$ cat src/rtl/regbus_byte_bridge_pkg.sv
// Shared opcode, status and state definitions for the byte-stream register-bus bridge.
package regbus_byte_bridge_pkg;

  localparam logic [7:0] OP_RD    = 8'h01;
  localparam logic [7:0] OP_WR    = 8'h02;

  localparam logic [7:0] ST_OK    = 8'h00;
  localparam logic [7:0] ST_ERR   = 8'h01;
  localparam logic [7:0] ST_TMO   = 8'h02;
  localparam logic [7:0] ST_BADOP = 8'h03;

  typedef enum logic [2:0] {
    S_IDLE,
    S_ADDR,
    S_DATA,
    S_REQ,
    S_WAIT,
    S_RESP
  } state_e;

endpackage

$ cat src/rtl/regbus_byte_bridge.sv
// Byte-stream command decoder that issues one register-bus transaction per frame
// and streams a status byte (plus read data on a good read) back to the host.
module regbus_byte_bridge
  import regbus_byte_bridge_pkg::*;
#(
  parameter int unsigned TIMEOUT = 4096
) (
  input  logic        clk,
  input  logic        rst,
  input  logic [7:0]  rx_data,
  input  logic        rx_valid,
  output logic        rx_ready,
  output logic [7:0]  tx_data,
  output logic        tx_valid,
  input  logic        tx_ready,
  output logic        regreq,
  output logic        regwr,
  output logic [15:0] regaddr,
  output logic [31:0] regwdata,
  input  logic        regack,
  input  logic        regerr,
  input  logic [31:0] regrdata,
  output logic        busy
);

  localparam int unsigned TMR_W = $clog2(TIMEOUT) + 1;

  state_e             state_q, state_d;
  logic [2:0]         cnt_q, cnt_d;
  logic [2:0]         last_q, last_d;
  logic [TMR_W-1:0]   tmr_q, tmr_d;
  logic [31:0]        sh_q, sh_d;
  logic [31:0]        regwdata_q, regwdata_d;
  logic [15:0]        regaddr_q, regaddr_d;
  logic [7:0]         tx_data_q, tx_data_d;
  logic               regwr_q, regwr_d;
  logic               regreq_q, regreq_d;
  logic               tx_valid_q, tx_valid_d;
  logic               busy_q, busy_d;
  logic               rx_ready_c, rx_fire_c, tx_fire_c;

  // Host may push bytes only while a frame is being collected, never during reset.
  assign rx_ready_c = !rst && (state_q inside {S_IDLE, S_ADDR, S_DATA});
  assign rx_fire_c  = rx_valid && rx_ready_c;
  assign tx_fire_c  = tx_valid_q && tx_ready;

  always_comb begin
    state_d    = state_q;
    cnt_d      = cnt_q;
    last_d     = last_q;
    tmr_d      = tmr_q;
    sh_d       = sh_q;
    regwdata_d = regwdata_q;
    regaddr_d  = regaddr_q;
    tx_data_d  = tx_data_q;
    regwr_d    = regwr_q;
    tx_valid_d = tx_valid_q;

    case (state_q)
      S_IDLE: begin
        if (rx_fire_c) begin
          cnt_d = 3'd0;
          if (rx_data == OP_RD || rx_data == OP_WR) begin
            regwr_d = (rx_data == OP_WR);
            state_d = S_ADDR;
          end else begin
            tx_data_d  = ST_BADOP;
            last_d     = 3'd0;
            tx_valid_d = 1'b1;
            state_d    = S_RESP;
          end
        end
      end
      S_ADDR: begin
        if (rx_fire_c) begin
          regaddr_d = {regaddr_q[7:0], rx_data};
          cnt_d     = cnt_q + 3'd1;
          if (cnt_q == 3'd1) begin
            cnt_d   = 3'd0;
            state_d = regwr_q ? S_DATA : S_REQ;
          end
        end
      end
      S_DATA: begin
        if (rx_fire_c) begin
          regwdata_d = {regwdata_q[23:0], rx_data};
          cnt_d      = cnt_q + 3'd1;
          if (cnt_q == 3'd3) begin
            cnt_d   = 3'd0;
            state_d = S_REQ;
          end
        end
      end
      S_REQ: begin
        // Timer counts cycles since the strobe; the strobe cycle itself is 0.
        tmr_d   = TMR_W'(1);
        state_d = S_WAIT;
      end
      S_WAIT: begin
        tmr_d = tmr_q + TMR_W'(1);
        if (regack) begin
          tx_data_d  = regerr ? ST_ERR : ST_OK;
          sh_d       = regrdata;
          last_d     = (!regerr && !regwr_q) ? 3'd4 : 3'd0;
          cnt_d      = 3'd0;
          tx_valid_d = 1'b1;
          state_d    = S_RESP;
        end else if (tmr_q == TMR_W'(TIMEOUT - 1)) begin
          tx_data_d  = ST_TMO;
          last_d     = 3'd0;
          cnt_d      = 3'd0;
          tx_valid_d = 1'b1;
          state_d    = S_RESP;
        end
      end
      S_RESP: begin
        if (tx_fire_c) begin
          if (cnt_q == last_q) begin
            tx_valid_d = 1'b0;
            state_d    = S_IDLE;
          end else begin
            tx_data_d = sh_q[31:24];
            sh_d      = {sh_q[23:0], 8'h00};
            cnt_d     = cnt_q + 3'd1;
          end
        end
      end
      default: state_d = S_IDLE;
    endcase

    regreq_d = (state_d == S_REQ);
    busy_d   = (state_d != S_IDLE);
  end

  always_ff @(posedge clk) begin
    if (rst) begin
      state_q    <= S_IDLE;
      cnt_q      <= 3'd0;
      last_q     <= 3'd0;
      tmr_q      <= '0;
      sh_q       <= 32'h0;
      regwdata_q <= 32'h0;
      regaddr_q  <= 16'h0;
      tx_data_q  <= 8'h00;
      regwr_q    <= 1'b0;
      regreq_q   <= 1'b0;
      tx_valid_q <= 1'b0;
      busy_q     <= 1'b0;
    end else begin
      state_q    <= state_d;
      cnt_q      <= cnt_d;
      last_q     <= last_d;
      tmr_q      <= tmr_d;
      sh_q       <= sh_d;
      regwdata_q <= regwdata_d;
      regaddr_q  <= regaddr_d;
      tx_data_q  <= tx_data_d;
      regwr_q    <= regwr_d;
      regreq_q   <= regreq_d;
      tx_valid_q <= tx_valid_d;
      busy_q     <= busy_d;
    end
  end

  assign rx_ready = rx_ready_c;
  assign tx_data  = tx_data_q;
  assign tx_valid = tx_valid_q;
  assign regreq   = regreq_q;
  assign regwr    = regwr_q;
  assign regaddr  = regaddr_q;
  assign regwdata = regwdata_q;
  assign busy     = busy_q;

endmodule

$ cat config.mk
export PLATFORM = sky130hd
export DESIGN_NAME = regbus_byte_bridge
export DESIGN_NICKNAME = d
export VERILOG_FILES = /design/src/rtl/regbus_byte_bridge_pkg.sv /design/src/rtl/regbus_byte_bridge.sv
export SDC_FILE = /design/constraint.sdc
export NUM_CORES = 1
export LEC_CHECK = 0
export ABC_AREA = 1
export CORE_ASPECT_RATIO = 1.2
export CORE_UTILIZATION = 57
export CTS_BUF_LIST = sky130_fd_sc_hd__clkbuf_4
export CTS_CLUSTER_DIAMETER = 120
export DETAILED_ROUTE_END_ITERATION = 10
export PLACE_DENSITY = 0.88
export SYNTH_ARGS = -nofsm -noshare
export SYNTH_HDL_FRONTEND = slang
export SYNTH_SLANG_ARGS = --single-unit
export TNS_END_PERCENT = 30
$ cat constraint.sdc
create_clock -name clk -period 4.65 [get_ports clk]
set_input_delay 0.6975 -clock clk [delete_from_list [all_inputs] [get_ports clk]]
set_output_delay 0.6975 -clock clk [all_outputs]
set_load 0.02 [all_outputs]
==> flow_summary.json <==
{
  "power.clock.fraction": 0.255,
  "leakage_power_nw": 2.56,
  "grt_pass1_wl_um": 19200,
  "critical_path.slowest_cell": "sky130_fd_sc_hd__clkdlybuf4s50_1",
  "die-area_um2": 9200,
  "cp_data_required_time_ns": 3.95,
  "first_global_vias": 4426,
  "synth.yosys.seq_area_share": 0.446,
  "final-max-slew-violation-count": 0,
  "n_fill_cell": 678,
  "ir_drop_uv": 213,
  "die_height_um": 105,
  "fin_hold_ws_ns": 0.467,
  "crit_path_frequent_cell": "sky130_fd_sc_hd__clkdlybuf4s50_1",
  "global_route.usage.total": 0.261,
  "power.switching_w": 0.000625,
  "placementRows": 37,
  "multiInputGateArea_um2": 2350,
  "synth_seq_cells": 112,
  "min-delay-start": "sh_q[28]",
  "mappedNetlistNets": 773,
  "run_status": "finished, final reports clean",
  "internal-power_w": 0.00144,
  "synth_area_um2": 5030,
  "clock_insertion_delay_worst_skew_ns": 0.45,
  "number_of_buffers_inserted_to_repair_setup_after_cts": 0,
  "arrival_ns": 2.18,
  "fmax_ghz": 0.348,
  "floorplan.initialDensity": 0.587,
  "routed-via-count": 4795,
  "final.setup.tns_ns": 0,
  "grt_remaining_overflow": 0,
  "worst_pin_slew_ns": 0.950,
  "grt_antenna_before_repair": 0,
  "worst-path-max-fanout": 37,
  "gp_congestion": 0.876,
  "totalWireLength_um": 11500,
  "drt_drc_violations_left": 0,
  "worst_setup_hold_path_clk_slew_ns": 0.16,
  "drt_pre_antenna_iters": 5,
  "cts_buffer_depth": 2,
  "ys_dominant_reg_cell": "sky130_fd_sc_hd__dfxtp_1",
  "cts_repair_resize_count": 0,
  "synth_top_cells_by_area": "sky130_fd_sc_hd__dfxtp_1 (45%), sky130_fd_sc_hd__nand2_1 (12%), sky130_fd_sc_hd__nor2_1 (12%)",
  "min_period_over_period": 0.619,
  "synth_compound_gate_area_share": 0.158,
  "numPlacedInstances": 913,
  "num-nets-final": 859,
  "cts_inserted_buffers": 9,
  "rsz0062_at_grt": "false",
  "timing.clock.skew_ns": 0.0180,
  "pwr-share-seq": 0.522,
  "drive_gt1_frac": 0.0592,
  "drt_first_iter_violations": 305,
  "worst_r2r_endpoint": "tx_data[1]",
  "netlist.area_leader.share": 0.446,
  "netlist-cell-type-count": 36,
  "fp.coreArea_um2": 8560,
  "synth_xor_xnor_area_share": 0.00174,
  "setup_viol_count_final": 0,
  "antenna_cells": 0,
  "worstSetupStartpointType": "input pin",
  "reg2reg_slack_ns": 2.26,
  "drtAntennaViolNets": 0,
  "design.portCount": 107,
  "area_delta_synth_final_pct": 24.1,
  "worstHoldPathCells": 2,
  "synthTopCellsByCount": "sky130_fd_sc_hd__nand2_1 (155), sky130_fd_sc_hd__nor2_1 (155), sky130_fd_sc_hd__dfxtp_1 (112), sky130_fd_sc_hd__o21ai_0 (66), sky130_fd_sc_hd__a21oi_1 (62)",
  "cts-root-buf": "sky130_fd_sc_hd__clkbuf_4",
  "synth_simple_gate_area_frac": 0.293,
  "finalWorstPathRequiredPeriod_ns": 2.88,
  "timing.critical_path.cells": "clkdlybuf4s50_1, buf_4, nor2_1, clkdlybuf4s50_1",
  "number_of_flops_mapped_to_enable_cells_by_yosys": 0,
  "post_drt_wl_per_cell_um": 12.4,
  "place.detailed.hpwl_um": 8250,
  "cts_hold_repair.buffers": 0,
  "synth_adder_area_share": 0.0149,
  "floorplan.die.width_um": 87.7,
  "switching_share": 0.302,
  "final-seq-area_um2": 2240,
  "timing.hold.worst_endpoint": "sh_q[28]",
  "synth_cells": 721,
  "h-tree-depth": 3,
  "detail_route.vias_per_cell": 5.17,
  "slew-limit-headroom": 0.364,
  "synth_top_family_by_area": "simple AND/OR/NAND/NOR gates",
  "number_of_failing_hold_endpoints_at_the_final_stage": 0,
  "muxShareOfSynthArea": 0,
  "largest_net_degree_at_the_start_of_global_routing": 78,
  "cp_slowest_stage_delay_ns": 0.55,
  "max_cap_viol": 0,
  "largest_area_contributor_in_the_netlist": "sky130_fd_sc_hd__dfxtp_1",
  "timing.setup.critical_path_class": "in2out",
  "p_per_area_nw_per_um2": 331,
  "ffs_w_async_s_r_synth": 0,
  "reg2reg_from": "state_q[0]",
  "postSynthAreaPerCell_um2": 6.97,
  "hold_class": "reg2reg",
  "cts.sink_count": 112,
  "critical_path.endpoint_type": "output pin",
  "finish.cell_count_without_fillers": 928,
  "cts_tree": "built",
  "yosysWarnings": 0,
  "power.combinational.fraction": 0.223,
  "port_buffers": 106,
  "r2r.worst_path.cells": 8
}
==> registers in the layout, summed over array words and instances, names as in the netlist <==
register	count
regwdata	32
regwr	1
regaddr	16
busy	1
last_q	1
state_q	3
tx_data	8
tmr_q	13
sh_q	32
tx_valid	1
regreq	1
cnt_q	3
==> layer usage <==
| layer | GRT usage | part of all wire | vias to the layer above |
|---|---|---|---|
| li1 | - | - | 2451 |
| met1 | 0.314 | 0.42 | 2190 |
| met2 | 0.458 | 0.52 | 138 |
| met3 | 0.0419 | 0.046 | 16 |
| met4 | 0.0925 | 0.016 | 0 |
| met5 | 0 | 0 | - |
==> layout by cell type, fill, tap and decap left out, types with 2 or more instances in the layout <==
master / Yosys / layout
sky130_fd_sc_hd__nor2_8: 2 / 2
sky130_fd_sc_hd__o21ai_0: 66 / 66
sky130_fd_sc_hd__a21oi_2: 4 / 4
sky130_fd_sc_hd__buf_4: 1 / 3
sky130_fd_sc_hd__nor2_4: 2 / 2
sky130_fd_sc_hd__inv_1: 61 / 60
sky130_fd_sc_hd__nand4_1: 5 / 5
sky130_fd_sc_hd__nand3_1: 20 / 20
sky130_fd_sc_hd__a21oi_1: 62 / 62
sky130_fd_sc_hd__nand2_1: 155 / 155
sky130_fd_sc_hd__nand2_2: 7 / 7
sky130_fd_sc_hd__ha_1: 6 / 6
sky130_fd_sc_hd__bufinv_16: 0 / 2
sky130_fd_sc_hd__clkdlybuf4s50_1: 0 / 106
sky130_fd_sc_hd__a211oi_1: 4 / 4
sky130_fd_sc_hd__nor2_2: 3 / 3
sky130_fd_sc_hd__nor2_1: 155 / 155
sky130_fd_sc_hd__inv_2: 3 / 4
sky130_fd_sc_hd__inv_6: 1 / 2
sky130_fd_sc_hd__o21bai_1: 2 / 2
sky130_fd_sc_hd__nand3b_1: 2 / 2
sky130_fd_sc_hd__dfxtp_1: 112 / 112
sky130_fd_sc_hd__clkbuf_4: 0 / 10
sky130_fd_sc_hd__inv_4: 2 / 2
sky130_fd_sc_hd__nand2_4: 2 / 2
==> power groups by stage <==
stage / Sequential (W) / Combinational, W / Clock (W)
floorplan: 0.00112 / 0.000290 / 0
global placement: 0.00110 / 0.000446 / 0
detailed placement: 0.00110 / 0.000459 / 0
CTS: 0.00108 / 0.000461 / 0.000538
global route: 0.00109 / 0.000514 / 0.000576
finish: 0.00108 / 0.000460 / 0.000526
==> kinds of logic after synthesis <==
kind of cell    count (synthesis)
fa+ha+maj                       6
simple gates                  356
buf+inv                       101
xor+xnor                        1
compound gates                145
flops                         112
==> how the worst max path moves through the flow <==
stage               start            to  cells after the start
floorplan             rst      rx_ready                      3
global placement      rst  regwdata[14]                      9
detailed placement    rst  regwdata[28]                      9
CTS                   rst      rx_ready                      4
global route          rst      rx_ready                      4
finish                rst      rx_ready                      4
==> layout make-up <==
class | instances | share of cell area
clock inverters | 5 | 0.0128
well taps | 117 | 0.0235
repair buffers | 109 | 0.174
multi-input cells | 508 | 0.377
inverters | 67 | 0.0419
clock buffers | 10 | 0.0120
flip-flops and latches | 112 | 0.359
==> worst max-delay path: cells and delay by family <==
| family | cells | cell delay (ns) |
|---|---|---|
| and+or+nand+nor | 1 | 0.09 |
| buffers and inverters | 3 | 1.39 |
==> through the flow <==
stage | setup slack (ns) | instance area (µm²) | power, W | utilization
4_1_cts | 1.76 | 6240 | 0.00208 | 0.729
6_report | 1.77 | 6240 | 0.00207 | 0.729
3_3_place_gp | 1.70 | 6080 | 0.00154 | 0.710
3_5_place_dp | 1.56 | 6080 | 0.00156 | 0.710
2_1_floorplan | 2.59 | 5030 | 0.00141 | -
5_1_grt | 1.70 | 6240 | 0.00218 | 0.729
Power figures use the tool's default switching activity.
